## src/rtl/cdb_arbiter_pkg.sv

```systemverilog
`default_nettype none
// ============================================================================
// cdb_arbiter_pkg : shared CDB defines, constants and helpers  | Rev 1.0
// ============================================================================
`ifndef CDB_DEFINES_SVH
`define CDB_DEFINES_SVH
`define ROB_WIDTH   6
`define CDB_SRC_ALU 0
`define CDB_SRC_LSB 1
`define CDB_SRC_NUM 3
`endif

package cdb_arbiter_pkg;
  localparam int CDB_ROB_WIDTH = `ROB_WIDTH;
  localparam int CDB_VALUE_W   = 32;
  localparam int CDB_NUM_SRC   = `CDB_SRC_NUM;
  localparam int CDB_SRC_ALU_IDX = `CDB_SRC_ALU;
  localparam int CDB_SRC_LSB_IDX = `CDB_SRC_LSB;

  // Select width that stays legal for a single-source build.
  function automatic int sel_w(input int n);
    return (n > 1) ? $clog2(n) : 1;
  endfunction
endpackage
`default_nettype wire

```

## src/rtl/cdb_arbiter_wb_fifo.sv

```systemverilog
`default_nettype none
// ============================================================================
// wb_fifo : single-clock writeback FIFO with synchronous flush | Rev 1.0
// ============================================================================
module wb_fifo #(
  parameter int DEPTH = 4,
  parameter int WIDTH = 38
) (
  input  logic             clk,
  input  logic             rst,
  input  logic             flush,
  input  logic             push,
  input  logic             pop,
  input  logic [WIDTH-1:0] din,
  output logic [WIDTH-1:0] dout,
  output logic             empty,
  output logic             full
);
  localparam int AW = $clog2(DEPTH);
  localparam int CW = AW + 1;

  logic [WIDTH-1:0] r_mem [DEPTH];
  logic [AW-1:0]    r_wptr;
  logic [AW-1:0]    r_rptr;
  logic [CW-1:0]    r_count;
  logic             w_do_push;
  logic             w_do_pop;

  // Full comes from the registered count, so a same-cycle pop never admits a push.
  assign full      = (r_count == CW'(DEPTH));
  assign empty     = (r_count == '0);
  assign w_do_push = push & ~full;
  assign w_do_pop  = pop & ~empty;
  assign dout      = r_mem[r_rptr];

  always_ff @(posedge clk or posedge rst) begin
    if (rst) begin
      r_wptr  <= '0;
      r_rptr  <= '0;
      r_count <= '0;
    end else if (flush) begin
      r_wptr  <= '0;
      r_rptr  <= '0;
      r_count <= '0;
    end else begin
      if (w_do_push) r_wptr <= r_wptr + AW'(1);
      if (w_do_pop)  r_rptr <= r_rptr + AW'(1);
      case ({w_do_push, w_do_pop})
        2'b10:   r_count <= r_count + CW'(1);
        2'b01:   r_count <= r_count - CW'(1);
        default: r_count <= r_count;
      endcase
    end
  end

  always_ff @(posedge clk) begin
    if (w_do_push && !flush) r_mem[r_wptr] <= din;
  end
endmodule
`default_nettype wire

```

## src/rtl/cdb_arbiter.sv

```systemverilog
`default_nettype none
// ============================================================================
// cdb_arbiter : round-robin common-data-bus arbiter over per-source FIFOs | Rev 1.0
// ============================================================================
module cdb_arbiter
  import cdb_arbiter_pkg::*;
#(
  parameter int NUM_SRC    = CDB_NUM_SRC,
  parameter int FIFO_DEPTH = 4,
  parameter int ROB_W      = CDB_ROB_WIDTH
) (
  input  logic                       clk_in,
  input  logic                       rst_in,
  input  logic                       rdy_in,
  input  logic                       clear,
  input  logic [NUM_SRC-1:0]         src_valid,
  input  logic [NUM_SRC*ROB_W-1:0]   src_rob_id,
  input  logic [NUM_SRC*32-1:0]      src_value,
  output logic [NUM_SRC-1:0]         src_full,
  output logic                       cdb_valid,
  output logic [ROB_W-1:0]           cdb_rob_id,
  output logic [31:0]                cdb_value,
  output logic [sel_w(NUM_SRC)-1:0]  cdb_src
);
  localparam int SW = sel_w(NUM_SRC);
  localparam int EW = ROB_W + CDB_VALUE_W;

  logic [NUM_SRC-1:0] w_empty;
  logic [NUM_SRC-1:0] w_full;
  logic [NUM_SRC-1:0] w_push;
  logic [NUM_SRC-1:0] w_pop;
  logic [NUM_SRC-1:0] w_req;
  logic [NUM_SRC-1:0] w_rot;
  logic [EW-1:0]      w_head [NUM_SRC];
  logic [EW-1:0]      w_gnt_ent;
  logic [SW-1:0]      w_start;
  logic [SW-1:0]      w_off;
  logic [SW:0]        w_sum;
  logic [SW-1:0]      w_gnt;
  logic               w_any;
  logic               w_flush;

  logic               r_cdb_valid;
  logic [ROB_W-1:0]   r_cdb_rob_id;
  logic [31:0]        r_cdb_value;
  logic [SW-1:0]      r_cdb_src;
  logic [SW-1:0]      r_last_g;

  assign w_flush = rdy_in & clear;
  assign w_req   = ~w_empty;

  generate
    for (genvar i = 0; i < NUM_SRC; i++) begin : g_src
      assign w_push[i] = rdy_in & ~clear & src_valid[i];
      assign w_pop[i]  = rdy_in & ~clear & w_any & (w_gnt == SW'(i));

      wb_fifo #(.DEPTH(FIFO_DEPTH), .WIDTH(EW)) u_fifo (
        .clk   (clk_in),
        .rst   (rst_in),
        .flush (w_flush),
        .push  (w_push[i]),
        .pop   (w_pop[i]),
        .din   ({src_rob_id[i*ROB_W +: ROB_W], src_value[i*32 +: 32]}),
        .dout  (w_head[i]),
        .empty (w_empty[i]),
        .full  (w_full[i])
      );
    end
  endgenerate

  // Rotate the doubled request vector so bit 0 is the highest-priority source.
  always_comb begin
    w_start   = (r_last_g == SW'(NUM_SRC - 1)) ? '0 : r_last_g + SW'(1);
    w_rot     = NUM_SRC'({w_req, w_req} >> w_start);
    w_any     = 1'b0;
    w_off     = '0;
    for (int k = NUM_SRC - 1; k >= 0; k--) begin
      if (w_rot[k]) begin
        w_any = 1'b1;
        w_off = SW'(k);
      end
    end
    w_sum = {1'b0, w_start} + {1'b0, w_off};
    if (w_sum >= (SW+1)'(NUM_SRC)) w_sum = w_sum - (SW+1)'(NUM_SRC);
    w_gnt     = w_sum[SW-1:0];
    w_gnt_ent = '0;
    for (int i = 0; i < NUM_SRC; i++) begin
      if (w_gnt == SW'(i)) w_gnt_ent = w_head[i];
    end
  end

  always_ff @(posedge clk_in or posedge rst_in) begin
    if (rst_in) begin
      r_cdb_valid  <= 1'b0;
      r_cdb_rob_id <= '0;
      r_cdb_value  <= '0;
      r_cdb_src    <= '0;
      r_last_g     <= SW'(NUM_SRC - 1);
    end else if (rdy_in) begin
      if (clear) begin
        r_cdb_valid <= 1'b0;
        r_last_g    <= SW'(NUM_SRC - 1);
      end else if (w_any) begin
        r_cdb_valid  <= 1'b1;
        r_cdb_rob_id <= w_gnt_ent[EW-1 -: ROB_W];
        r_cdb_value  <= w_gnt_ent[CDB_VALUE_W-1:0];
        r_cdb_src    <= w_gnt;
        r_last_g     <= w_gnt;
      end else begin
        r_cdb_valid <= 1'b0;
      end
    end
  end

  assign src_full   = w_full;
  assign cdb_valid  = r_cdb_valid;
  assign cdb_rob_id = r_cdb_rob_id;
  assign cdb_value  = r_cdb_value;
  assign cdb_src    = r_cdb_src;
endmodule
`default_nettype wire
```

## config.mk

```make
export PLATFORM = sky130hd
export DESIGN_NAME = cdb_arbiter
export DESIGN_NICKNAME = d
export VERILOG_FILES = /design/src/rtl/cdb_arbiter_pkg.sv /design/src/rtl/cdb_arbiter_wb_fifo.sv /design/src/rtl/cdb_arbiter.sv
export SDC_FILE = /design/constraint.sdc
export NUM_CORES = 1
export LEC_CHECK = 0
export CORE_MARGIN = 2
export CORE_UTILIZATION = 48
export CTS_BUF_LIST = sky130_fd_sc_hd__clkbuf_4 sky130_fd_sc_hd__clkbuf_8
export DETAILED_ROUTE_END_ITERATION = 12
export PLACE_DENSITY = 0.7
export SLEW_MARGIN = 20
export SYNTH_ARGS = -nofsm -noshare
export SYNTH_HDL_FRONTEND = slang
export SYNTH_SLANG_ARGS = --single-unit
```

## constraint.sdc

```tcl
create_clock -name clk_in -period 4.3 [get_ports clk_in]
set_clock_uncertainty 0.1 [all_clocks]
set_input_delay 0.86 -clock clk_in [delete_from_list [all_inputs] [get_ports clk_in]]
set_output_delay 0.86 -clock clk_in [all_outputs]
set_load 0.02 [all_outputs]
```

; ---- Yosys cells after proc, flatten, opt, wreduce, memory -nomap -nowiden
; Memory sizes are Yosys's and may differ from the RTL's.
; Index checks and enable logic that the tools add are counted.
[word_totals]
register_bits = 64
mem_bits_rw = 456
in_bits = 121
output_inout_bits = 44
word_cells = 128
n_memories = 3
[mem_list]
columns = name, words, width, read_ports, rd_ports_with_merged_regs, wr, line
row1 = g_src[0].u_fifo.r_mem, 4, 38, 1, 0, 1, cdb_arbiter_wb_fifo.sv:22  ; logic [WIDTH-1:0] r_mem [DEPTH];
row2 = g_src[1].u_fifo.r_mem, 4, 38, 1, 0, 1, cdb_arbiter_wb_fifo.sv:22
row3 = g_src[2].u_fifo.r_mem, 4, 38, 1, 0, 1, cdb_arbiter_wb_fifo.sv:22
[classes]
n_addsub = 15
n_lt_le_gt_ge = 1
eq_ne = 12
shifts = 1
muxes = 39
bitwise = 23
n_reduce_logical = 20
[op_table]
columns = op, n
row1 = 2-to-1 mux 38 bit, 3
row2 = 2-to-1 mux 2 bit, 19
row3 = one-hot mux 3 bit (2 select lines), 3
row4 = bitwise AND 1 bit, 15
row5 = "adder 2 x 1 -> 2 bit, second input constant", 7
row6 = nonzero test 2 bit, 7
row7 = 2-to-1 mux 1 bit, 11
row8 = "== test 2 bit, second input constant", 5
row9 = "adder 3 x 1 -> 3 bit, second input constant", 3
row10 = "== test 3 bit, second input constant", 3
row11 = zero test 3 bit, 3
row12 = 2-to-1 mux 3 bit, 3
row13 = nonzero test 3 bit, 3
row14 = "subtractor 3 x 1 -> 3 bit, second input constant", 3
row15 = "== test 2 x 1 -> 1 bit, second input constant", 4
row16 = NOT 1 bit, 7
row17 = right shift 6 x 2 -> 3 bit, 1
row18 = adder 2 x 2 -> 3 bit, 1
row19 = "greater-or-equal comparator 3 x 2 -> 1 bit, second input constant", 1
row20 = logical AND 1 bit, 3
row21 = NOT 3 bit, 1
row22 = AND reduction 3 bit, 1
row23 = zero test 2 bit, 1
row24 = AND reduction 2 bit, 1
row25 = other kinds (2), 2

; ---- Depth between registers and ports, before layout
; Gate-level depths: netlist of run 1.
[depth]
word_depth = 15
ltp_mapped = 17
depth_no_buf = 15

; ---- By module
; Synthesis of run 1 repeated with hierarchy kept, for this count alone.
[unflattened]
hier_cells = 1096
area_unflattened_um2 = 20877.5
[by_module_without_submodules]
columns = mod, n_inst, cells_per_inst, area_per_inst_um2, seq_area_each_um2
row1 = wb_fifo, 3, 264, 6077.1, 4739.5
row2 = cdb_arbiter, 1, 304, 2646.3, 1077.3

; ---- Worst setup path after synthesis of run 1
; No wires, ideal clock.
[synth_timing]
path_type = register -> register
from = reg g_src[0].u_fifo.r_count[0]
to = reg g_src[0].u_fifo.r_count[2]
setup_ns = 0.078
t_arrival_ns = 4.059
required_time_ns = 4.122
slack_ns = 0.063
path_stages_with_launch = 15
n_path_buf = 0
period_less_slack_ns = 4.237
cell_sequence = dfrtp_1 -> or3_1 -> a311oi_1 -> a21oi_1 -> ha_1 -> fa_1 -> ha_1 -> or3_1 -> mux2i_1 -> and3_1 -> ha_1 -> fa_1 -> xnor2_1 -> or3_1 -> a21oi_1
[synth_via]
elab_chain_cells = 15
elab_cells_between_ends = 28
cone_classes = add/sub: 4 / order compare: 1 / eq/ne: 3 / shift: 1 / mux: 9 / bitwise: 7 / reduce/logical: 3
[synth_lines]
columns = item, line
row1 = "start, declared", cdb_arbiter_wb_fifo.sv:25  ; logic [CW-1:0] r_count;
row2 = "start signal, assigned", cdb_arbiter_wb_fifo.sv:49  ; 2'b10: r_count <= r_count + CW'(1);
row3 = "start signal, assigned", cdb_arbiter_wb_fifo.sv:50  ; 2'b01: r_count <= r_count - CW'(1);
row4 = "start signal, assigned", cdb_arbiter_wb_fifo.sv:51  ; default: r_count <= r_count;
row5 = zero test 3 bit, cdb_arbiter_wb_fifo.sv:31  ; assign empty = (r_count == '0);
row6 = NOT 3 bit, cdb_arbiter.sv:50  ; assign w_req = ~w_empty;
row7 = right shift 6 x 2 -> 3 bit, cdb_arbiter.sv:74  ; w_rot = NUM_SRC'({w_req, w_req} >> w_start);
row8 = 2-to-1 mux 2 bit (3 in a row), cdb_arbiter.sv:78  ; if (w_rot[k]) begin
row9 = adder 2 x 2 -> 3 bit, cdb_arbiter.sv:83  ; w_sum = {1'b0, w_start} + {1'b0, w_off};
row10 = greater-or-equal comparator 3 x 2 -> 1 bit / subtractor 2 bit (equally long branches), cdb_arbiter.sv:84  ; if (w_sum >= (SW+1)'(NUM_SRC)) w_sum = w_sum - (SW+1)'(NUM_SRC);
row11 = 2-to-1 mux 2 bit, cdb_arbiter.sv:84
row12 = zero test 2 bit, cdb_arbiter.sv:55  ; assign w_pop[i] = rdy_in & ~clear & w_any & (w_gnt == SW'(i));
row13 = bitwise AND 1 bit, cdb_arbiter.sv:55
row14 = bitwise AND 1 bit, cdb_arbiter_wb_fifo.sv:33  ; assign w_do_pop = pop & ~empty;
row15 = == test 2 x 1 -> 1 bit / == test 2 bit (equally long branches), cdb_arbiter_wb_fifo.sv:48  ; case ({w_do_push, w_do_pop})
row16 = one-hot mux 3 bit (2 select lines), cdb_arbiter_wb_fifo.sv:48
row17 = 2-to-1 mux 3 bit, cdb_arbiter_wb_fifo.sv:41  ; end else if (flush) begin
; Several ways; a longest one is shown, not always the timed one.
; A chain may end at the register's enable or synchronous reset.

; ---- Worst setup path after layout of run 1
[layout_timing]
from = reg g_src[1].u_fifo.r_count[0]
to = reg g_src[0].u_fifo.r_count[2]
[layout_via]
elab_chain_cells = 15
elab_cells_between_ends = 22
cone_classes = add/sub: 2 / order compare: 1 / eq/ne: 2 / shift: 1 / mux: 9 / bitwise: 4 / reduce/logical: 3
[layout_lines]
columns = item, line
row1 = "start, declared", cdb_arbiter_wb_fifo.sv:25
row2 = "start signal, assigned", cdb_arbiter_wb_fifo.sv:49
row3 = "start signal, assigned", cdb_arbiter_wb_fifo.sv:50
row4 = "start signal, assigned", cdb_arbiter_wb_fifo.sv:51
row5 = zero test 3 bit (*), cdb_arbiter_wb_fifo.sv:31
row6 = NOT 3 bit (*), cdb_arbiter.sv:50
row7 = right shift 6 x 2 -> 3 bit (*), cdb_arbiter.sv:74
row8 = 2-to-1 mux 2 bit (3 in a row), cdb_arbiter.sv:78
row9 = adder 2 x 2 -> 3 bit, cdb_arbiter.sv:83
row10 = greater-or-equal comparator 3 x 2 -> 1 bit / subtractor 2 bit (equally long branches), cdb_arbiter.sv:84
row11 = 2-to-1 mux 2 bit, cdb_arbiter.sv:84
row12 = zero test 2 bit, cdb_arbiter.sv:55
row13 = bitwise AND 1 bit (*), cdb_arbiter.sv:55
row14 = bitwise AND 1 bit (*), cdb_arbiter_wb_fifo.sv:33
row15 = == test 2 x 1 -> 1 bit / == test 2 bit (equally long branches), cdb_arbiter_wb_fifo.sv:48
row16 = one-hot mux 3 bit (2 select lines), cdb_arbiter_wb_fifo.sv:48
row17 = 2-to-1 mux 3 bit, cdb_arbiter_wb_fifo.sv:41
; Every way passes the cells marked *; elsewhere a longest branch is shown, timed or not.

==> results list, run 1 <==
- Number of DRC violations after detailed routing: 0
- Run status: completed
* Num rows: 75
- Number of buffers created by CTS: 81
- After global routing the overflow that remains totals 0.
* Avg Synthesized Cell Area: 19.8 µm²
* Wire length of the first global-routing pass: 67500 µm
- Post-Syn Area: 0.0205 mm²
* Clock-pin slew on the worst setup and hold paths: 0.06 ns
- Pin count of the biggest net entering global routing: 83
- Total non-filler cell area in the finished layout: 0.0247 mm²
- The pre-antenna-repair detailed-routing pass consisted of 4 iterations.
* Initial core utilization: 48.8%
- The number of global-route vias before repair came to 10900.
* Post-DR vias/cell: 5.63
* Yosys warnings: 0
- Async set-reset flop share out of synthesis: 12.3%
- In this run the worst hold path is classified as reg -> reg.
* Overall global routing resource usage: 21.0%
- Layout Nets: 1405
* Maximum count of clock buffers along a single path: 3
- The setup check on the worst reg-to-reg path leaves a slack of 0.14 ns.
- Required time of the critical path: 4.74 ns
- Excluding fillers, the count of instances in the completed layout stands at 1874.
- Leading post-synthesis cells by instance count: sky130_fd_sc_hd__edfxtp_1, sky130_fd_sc_hd__mux4_2, sky130_fd_sc_hd__dfrtp_1, sky130_fd_sc_hd__nand2_1, sky130_fd_sc_hd__o21ai_1
* Crit path arrival time: 4.60 ns
- Derived from the worst setup path, the maximum achievable clock frequency is 240 MHz.
- Die area: 0.0444 mm²
- Cells with a size suffix above 1 make up 27.6% of the layout.
- Most frequent cell after synthesis: sky130_fd_sc_hd__edfxtp_1
- After technology mapping, the gate count stands at 1038.
- Yosys attributes the largest share of cell area to sky130_fd_sc_hd__edfxtp_1, sky130_fd_sc_hd__mux4_2, sky130_fd_sc_hd__dfrtp_1, sky130_fd_sc_hd__mux2_2, sky130_fd_sc_hd__nor2b_1.
- Post-synth EDFFs: 456
- # H-tree levels: 3
* Count of unique library cells instantiated by Yosys: 55
* CP Launch Point: g_src[1].u_fifo.r_count[0]
- The synthesized design spends more area on one cell type than any other, namely sky130_fd_sc_hd__edfxtp_1.
- Die outline width: 211 µm
- Ratio of total power to cell area: 668 mW/mm²
- Max-slew violation total from the final report: 0
- DP HPWL: 27500 µm
* Critical setup path kind: reg -> reg
* Synth top area share: 66.7%
* Most frequently used flop master after synthesis: sky130_fd_sc_hd__edfxtp_1
- The slowest stage of the critical path belongs to the cell sky130_fd_sc_hd__fa_1.
- Clock latency at the later pin of the worst-skew pair: 0.64 ns
- IR analysis of the VDD net gives a maximum drop of 0.000756 V.
* Relative max-transition margin: 32.8%
* Part of the cycle the worst path needs: 96.8%
- The worst setup path is launched from a flip-flop.
- The worst path needs 4.16 ns of the cycle, external delays included.
* Maximum cell stage delay along the critical path: 0.46 ns
* Unrepaired setup endpoints after global routing: false
* Crit Reg-Reg Startpoint: g_src[1].u_fifo.r_count[0]
* Flip-flop and latch count after synthesis: 520
- Critical-path maximum fanout: 6
* Mapped Nets: 1178
* Hold Path Origin: cdb_src[1]
- TritonCTS built the clock tree.
* Placeable core region: 0.0420 mm²
* Largest delay share family, worst path: simple AND/OR/NAND/NOR gates
- Measured on the finished design, the core utilization comes to 58.8%.
- The final route contains 10600 vias.
- The tree built by TritonCTS fans out to 520 sinks.
* Number of instances in the placed design: 1720
- Summed over all cells, the static leakage comes to 8.23 nW.
- At the pin with the least slew margin, the transition time is 1.01 ns.
- For this design the top-level I/O count stands at 165.
* Number of DRC markers after the initial detailed-route iteration: 861
- Summing all placed instances gives a cell area of 0.0230 mm².
- The area growth from synthesis to layout is 20.5%.
* Number of buffers inserted for hold repair after clock tree synthesis: 0
- Port Buffer Count: 164
* Sequential fraction of the synthesis area: 74.5%
* Weighted congestion reported at the end of routability-driven placement: 0.782
- Type of destination of the critical path: flip-flop
- Combined buffer and inverter count along the critical path: 1
* Number of antenna violations at the first check in global routing: 7
- The floorplan step set the die height to 211 µm.
- Once detail routing completed, the nets flagged for antenna violations numbered 0.
* Final setup TNS: 0 ns
- The tree is rooted in a sky130_fd_sc_hd__clkbuf_8.
- Cell-by-cell listing of the critical path: or3_1 -> nor3_1 -> a311oi_1 -> a21oi_1 -> ha_1 -> fa_1 -> buf_4 -> or3_4 -> mux2i_1 -> and3_1 -> ha_2 -> fa_1 -> xnor2_1 -> or3_1 -> a21oi_1
- Across the run, the number of max-cap violations was 0.
- After detailed routing, the total wire length is 45500 µm.
- Setup violations remaining at the end of the flow were counted as 0.
* Final hold viol count: 0
- In the final routed layout, each cell accounts on average for 24.3 µm.
-- repair_timing --
action	4_1_cts	5_1_grt
buffers inserted	0	1
gates resized for setup	1	9
pin swaps	0	2
setup endpoints to repair	1	4
endpoints found under the hold margin	0	0
-- final cells by class --
| cell class | instances | area, µm² |
|---|---|---|
| timing repair buffer | 199 | 2070 |
| fill | 3087 | 17300 |
| clock buffer | 125 | 1480 |
| inverter | 17 | 66.3 |
| clock inverter | 25 | 183 |
| multi-input combinational | 446 | 4940 |
| sequential | 520 | 15300 |
| antenna | 3 | 7.51 |
| tap | 539 | 674 |
-- state kept, by name, summed over array words and instances (netlist names) --
name                  cells
cdb_value                32
cdb_valid                 1
g_src.u_fifo.r_count      9
g_src.u_fifo.r_rptr       6
cdb_src                   2
g_src.u_fifo.r_mem      456
g_src.u_fifo.r_wptr       6
r_last_g                  2
cdb_rob_id                6
-- worst paths after layout --
path	endpoint	cells after the start
hold reg to reg	cdb_src[1]	2
min in group asynchronous	cdb_value[28]	2
max in group asynchronous	cdb_src[1]	3
setup reg to reg	g_src[0].u_fifo.r_count[2]	15
hold / removal	cdb_src[1]	2
setup / recovery	g_src[0].u_fifo.r_count[2]	15
-- layout by cell type, fill, tap and decap left out, types with 3 or more instances in the layout --
| master | count |
|---|---|
| sky130_fd_sc_hd__mux2i_1 | 6 |
| sky130_fd_sc_hd__clkinv_1 | 12 |
| sky130_fd_sc_hd__dfrtp_4 | 3 |
| sky130_fd_sc_hd__mux2_1 | 5 |
| sky130_fd_sc_hd__a21oi_2 | 8 |
| sky130_fd_sc_hd__inv_1 | 16 |
| sky130_fd_sc_hd__fa_1 | 4 |
| sky130_fd_sc_hd__xor2_1 | 4 |
| sky130_fd_sc_hd__nor2b_1 | 38 |
| sky130_fd_sc_hd__nor2_1 | 11 |
| sky130_fd_sc_hd__clkinv_2 | 6 |
| sky130_fd_sc_hd__edfxtp_1 | 456 |
| sky130_fd_sc_hd__a21oi_1 | 34 |
| sky130_fd_sc_hd__nand3_1 | 6 |
| sky130_fd_sc_hd__and3_1 | 3 |
| sky130_fd_sc_hd__nand2_1 | 52 |
| sky130_fd_sc_hd__ha_1 | 13 |
| sky130_fd_sc_hd__buf_12 | 13 |
| sky130_fd_sc_hd__clkdlybuf4s50_1 | 164 |
| sky130_fd_sc_hd__diode_2 | 3 |
| sky130_fd_sc_hd__or3_1 | 3 |
| sky130_fd_sc_hd__and2_2 | 12 |
| sky130_fd_sc_hd__nor3_2 | 4 |
| sky130_fd_sc_hd__clkbuf_8 | 87 |
| sky130_fd_sc_hd__clkinvlp_4 | 3 |
| sky130_fd_sc_hd__o21ai_1 | 38 |
| sky130_fd_sc_hd__dfrtp_1 | 55 |
| sky130_fd_sc_hd__dfrtp_2 | 5 |
| sky130_fd_sc_hd__o31ai_1 | 3 |
| sky130_fd_sc_hd__nor3_1 | 4 |
| sky130_fd_sc_hd__o21ai_0 | 13 |
| sky130_fd_sc_hd__mux4_2 | 114 |
| sky130_fd_sc_hd__clkbuf_4 | 38 |
| sky130_fd_sc_hd__buf_4 | 22 |
| sky130_fd_sc_hd__mux2_2 | 33 |
| sky130_fd_sc_hd__xnor2_1 | 4 |
-- layer usage --
metal  part of all wire, %  global-route usage (%)  wire length, µm
met5                  0.15                       0               68
met4                   2.0                    6.92              929
met1                    42                    28.3            18900
met2                    49                    34.3            22400
met3                   6.9                    5.07             3160
-- where the power goes --
| group | internal (mW) | switching [mW] |
|---|---|---|
| Clock | 2.32 | 1.85 |
| Combinational | 2.80 | 3.16 |
| Sequential | 5.89 | 0.504 |
-- worst register-to-register path, stage by stage (launching register included) --
cell and delay, ns:
sky130_fd_sc_hd__dfrtp_2 0.45, sky130_fd_sc_hd__or3_1 0.43, sky130_fd_sc_hd__nor3_1 0.16, sky130_fd_sc_hd__a311oi_1 0.07, sky130_fd_sc_hd__a21oi_1 0.15, sky130_fd_sc_hd__ha_1 0.19, sky130_fd_sc_hd__fa_1 0.46, sky130_fd_sc_hd__buf_4 0.17
sky130_fd_sc_hd__or3_4 0.39, sky130_fd_sc_hd__mux2i_1 0.15, sky130_fd_sc_hd__and3_1 0.18, sky130_fd_sc_hd__ha_2 0.20, sky130_fd_sc_hd__fa_1 0.39, sky130_fd_sc_hd__xnor2_1 0.15, sky130_fd_sc_hd__or3_1 0.31, sky130_fd_sc_hd__a21oi_1 0.14
-- kinds of logic (layout without fill, tap and decap cells) --
family | count (synthesis) | after routing | share of synthesized area [%]
DFF | 520 | 520 | 74.5
muxes | 159 | 159 | 15.0
and+or+nand+nor | 152 | 152 | 3.95
AOI/OAI and AO/OA | 107 | 107 | 3.05
buffers and inverters | 72 | 366 | 1.75
adders and majority gates | 19 | 19 | 1.30
xor gates and xnor gates | 9 | 9 | 0.421
other | 0 | 3 | 0
-- stage by stage --
stage	hold slack (ns)	setup slack, ns	power, mW
2_1_floorplan	0.372	0.0625	10.3
3_3_place_gp	0.372	0.111	12.4
3_5_place_dp	0.377	-0.0143	12.5
4_1_cts	0.390	0.0000782	16.7
5_1_grt	0.426	0.0104	17.4
6_report	0.385	0.137	16.5
(Power assumes the default switching activity.)
==> run 2: changes to the inputs <==
- GPL_ROUTABILITY_DRIVEN: unset -> 0
==> results of run 2 <==
No change in the layout: final DEF, timing and power equal those of run 1.
==> run 3: changes to the inputs <==
- CORE_MARGIN: 2 -> 4
==> run 3 against run 2 <==
Wire length rose by 3.9%. Power grew 0.99%. Die area grew 3.8%. Maximum frequency fell by 0.21%. First-iteration DRC count increased by 2.6%. Global-route usage is 0.59 points lower. Non-clock buffer count grew 6. Register-to-register slack barely moved. Utilization about the same. Critical path depth unchanged. Clock-buffer cell count rose by 3. Via count rose by 0.90%. Largest power group unchanged.
==> results list, run 3 (synthesis gave the netlist of run 1 again) <==
- The run finished with clean final reports.
- Final worst setup slack: 0.128 ns (-0.00870 ns)
* TritonCTS clock tree: done
- Number of detailed-route iterations in the first pass: 5 (+1)
* Reg with most FFs: g_src.u_fifo.r_mem
* Relative contribution of the clock network to total power: 25.4% (+0.2 points)
* Type of destination of the critical path: flip-flop
- The initial antenna violation count was 13 (+6).
- Crit path arrival time: 4.62 ns (+0.02 ns)
- The maximum resistive drop on vdd is 0.00106 V (+41%).
* Num rows: 75 (unchanged)
* Max capacitance violation total: 0 (unchanged)
- The clock latency at the later pin of the worst-skew pair is 0.63 ns (about the same).
- Pin count of the biggest net entering global routing: 83 (unchanged)
- The total of buffers placed on input and output ports is 164 (unchanged).
- The DRC violation count after routing is 0 (unchanged).
* CP max-delay cell: sky130_fd_sc_hd__fa_1
- Maximum cell stage delay along the critical path: 0.52 ns (+0.06 ns)
* Share of cells above drive strength 1: 27.7% (+0.038 points)
- The tree is rooted in a sky130_fd_sc_hd__clkbuf_8.
* Number of flip-flops under the largest register name: 456 (unchanged)
* Placement Setup Slack: 0.0192 ns (+0.0334 ns)
- The clock input transition at the sequential cells of the worst setup and hold paths was 0.06 ns (about the same).
- The sequential standard cell area is 0.0153 mm² (about the same).
* Filler instances: 3088 (+0.032%)
- The area of combinational cells with multiple inputs is 0.00494 mm² (about the same).
* Kind of start point of the critical path: flip-flop
- The count of endpoints failing setup in the final report was 0 (unchanged).
* Switching portion of total power: 33.8% (+0.47 points)
- The remaining global-route overflow is 0 (unchanged).
- Leaving out fill and tap cells, the most frequent cell in the layout is sky130_fd_sc_hd__edfxtp_1.
- The detail-routed net length per standard cell was 25.1 µm (+3.4%).
- The combined global-route utilization of all metal layers is 20.5% (-0.59 points).
- Final hold viol count: 0 (unchanged)
- Transition time at the pin with the least slew margin: 1.06 ns (+0.0538 ns)
* Number of buffers created by CTS: 83 (+2.5%)
* Minimum clock period: 4.17 ns (+0.00870 ns)
- Number of antenna-violating nets in the routed design: 0 (unchanged)
* Layout Nets: 1413 (+0.57%)
* I/O pin cnt: 165 (unchanged)
- Cell-internal power: 11.0 mW (+0.28%)
- The die outline width was 215 µm (+1.9%).
- Sequential group share of total power: 38.4% (-0.3 points)
- Walking the worst path, the cells encountered are or3_1 -> buf_4 -> a21oi_1 -> a2111oi_1 -> a41o_1 -> fa_1 -> buf_4 -> or3_4 -> mux2i_1 -> and3_1 -> ha_2 -> fa_1 -> xnor2_1 -> or3_1 -> a21oi_1.
- The largest buffer count on any clock path came to 3 (unchanged).
* Via count of the routed design: 10700 (+0.90%)
* # H-tree levels: 3 (unchanged)
* Number of DRC markers after the initial detailed-route iteration: 883 (+2.6%)
- The number of global-route vias before repair came to 11100 (+1.4%).
- The number of buffers added to fix hold violations after cts is 0 (unchanged).
- Net Sw Power: 5.64 mW (+2.4%)
- The worst hold-check slack was 0.382 ns (-0.00316 ns).
- Highest-count cells in the layout ignoring fill and taps: sky130_fd_sc_hd__edfxtp_1, sky130_fd_sc_hd__clkdlybuf4s50_1, sky130_fd_sc_hd__mux4_2, sky130_fd_sc_hd__clkbuf_8, sky130_fd_sc_hd__dfrtp_1
* Unrepaired setup endpoints after global routing: false
- The required arrival time at the worst endpoint is 4.75 ns (about the same).
- The ratio of routed vias to standard cells is 5.65 (+0.36%).
- Highest achievable clock rate: 240 MHz (-0.21%)
- Critical-path maximum fanout: 3 (-3)
- Initial core utilization: 48.7% (-0.11 points)
* Relative max-transition margin: 29.2% (-3.6 points)
- Proportion of power drawn by combinational gates: 36.2% (about the same)
* Critical setup path kind: reg -> reg
- From synthesis to final layout, the design area changed by 20.8%.
- Type of the worst min-delay path: reg -> reg
- Wire length of the first global-routing pass: 70300 µm (+4.2%)
* Die H: 215 µm (+1.9%)
* Total leakage power: 8.27 nW (+0.55%)
- The post-detailed-placement half-perimeter wirelength came to 28700 µm (+4.5%).
* Final setup TNS: 0 ns (unchanged)
* Part of the cycle the worst path needs: 97.0% (+0.20 points)
- The clock net sink count is 520 (unchanged).
* Max-slew violation total from the final report: 0 (unchanged)
- Die area: 0.0461 mm² (+3.8%)
* Final wirelength: 47300 µm (+3.9%)
- Ratio of total power to cell area: 673 mW/mm² (+0.75%)
- The standard cell core area came to 0.0421 mm² (+0.22%).
run 3: cell count changes in the layout (fill, tap and decap cells not counted), sizes merged:
cell      before  now
clkbuf       125  128
clkinvlp       3    2
diode          3    4
clkinv        19   20
buf           35   41
run 3: path summary, 6_finish.rpt:
check	from	to	slack (ns)	cells past startpoint
max reg2reg	g_src[0].u_fifo.r_count[0]	g_src[0].u_fifo.r_count[2]	0.13	15
min reg2reg	cdb_src[0]	cdb_src[0]	0.38	2
min	cdb_src[0]	cdb_src[0]	0.38	2
min in group asynchronous	rst_in	cdb_value[30]	0.53	2
max	g_src[0].u_fifo.r_count[0]	g_src[0].u_fifo.r_count[2]	0.13	15
max in group asynchronous	rst_in	cdb_value[4]	2.74	3
run 3: power groups by stage:
stage | registers [mW] | logic (mW) | clock network, mW
floorplan | 6.36 | 3.96 | 0
global placement | 6.50 | 5.98 | 0
detailed placement | 6.52 | 6.07 | 0
CTS | 6.42 | 6.09 | 4.34
global route | 6.48 | 6.51 | 4.59
finish | 6.41 | 6.04 | 4.24
run 3: area by class of cell:
cell class | instances | share of cell area (%)
Antenna cell | 4 | 0.0404
Clock buffer | 128 | 6.15
Clock inverter | 25 | 0.691
Inverter | 17 | 0.262
Multi-Input combinational cell | 446 | 19.9
Sequential cell | 520 | 61.7
Tap cell | 539 | 2.72
Timing Repair Buffer | 205 | 8.47
run 3: worst max-delay path: cells and delay by family, from the launching register on:
family,cells,cell delay [ns]
AOI/OAI and AO/OA,4,0.61
xor gates and xnor gates,1,0.15
adders and majority gates,3,1.08
buffers and inverters,2,0.33
DFF,1,0.40
muxes,1,0.15
and+or+nand+nor,4,1.28
run 3: layer usage:
layer,track usage (%),share of wire [%],up-vias
met5,0,0.27,-
met3,5.65,8.0,74
met2,32.5,48,380
li1,-,-,4629
met4,6.44,2.1,20
met1,28.0,41,5550
run 3: stage by stage:
step           total power [mW]  cell area [µm²]  instances  util [%]
5_1_grt                    17.6            24800       1882      58.8
4_1_cts                    16.8            24800       1879      58.7
3_3_place_gp               12.5            23100       1726      54.7
6_report                   16.7            24800       1884      58.9
2_1_floorplan              10.3            20500       1038         -
3_5_place_dp               12.6            23100       1726      54.7
run 3: what timing repair did:
| item | CTS | global route |
|---|---|---|
| hold endpoints to repair | 0 | 0 |
| setup endpoints to repair | 0 | 6 |
| gates resized for setup | 0 | 8 |
| buffers inserted | 0 | 1 |
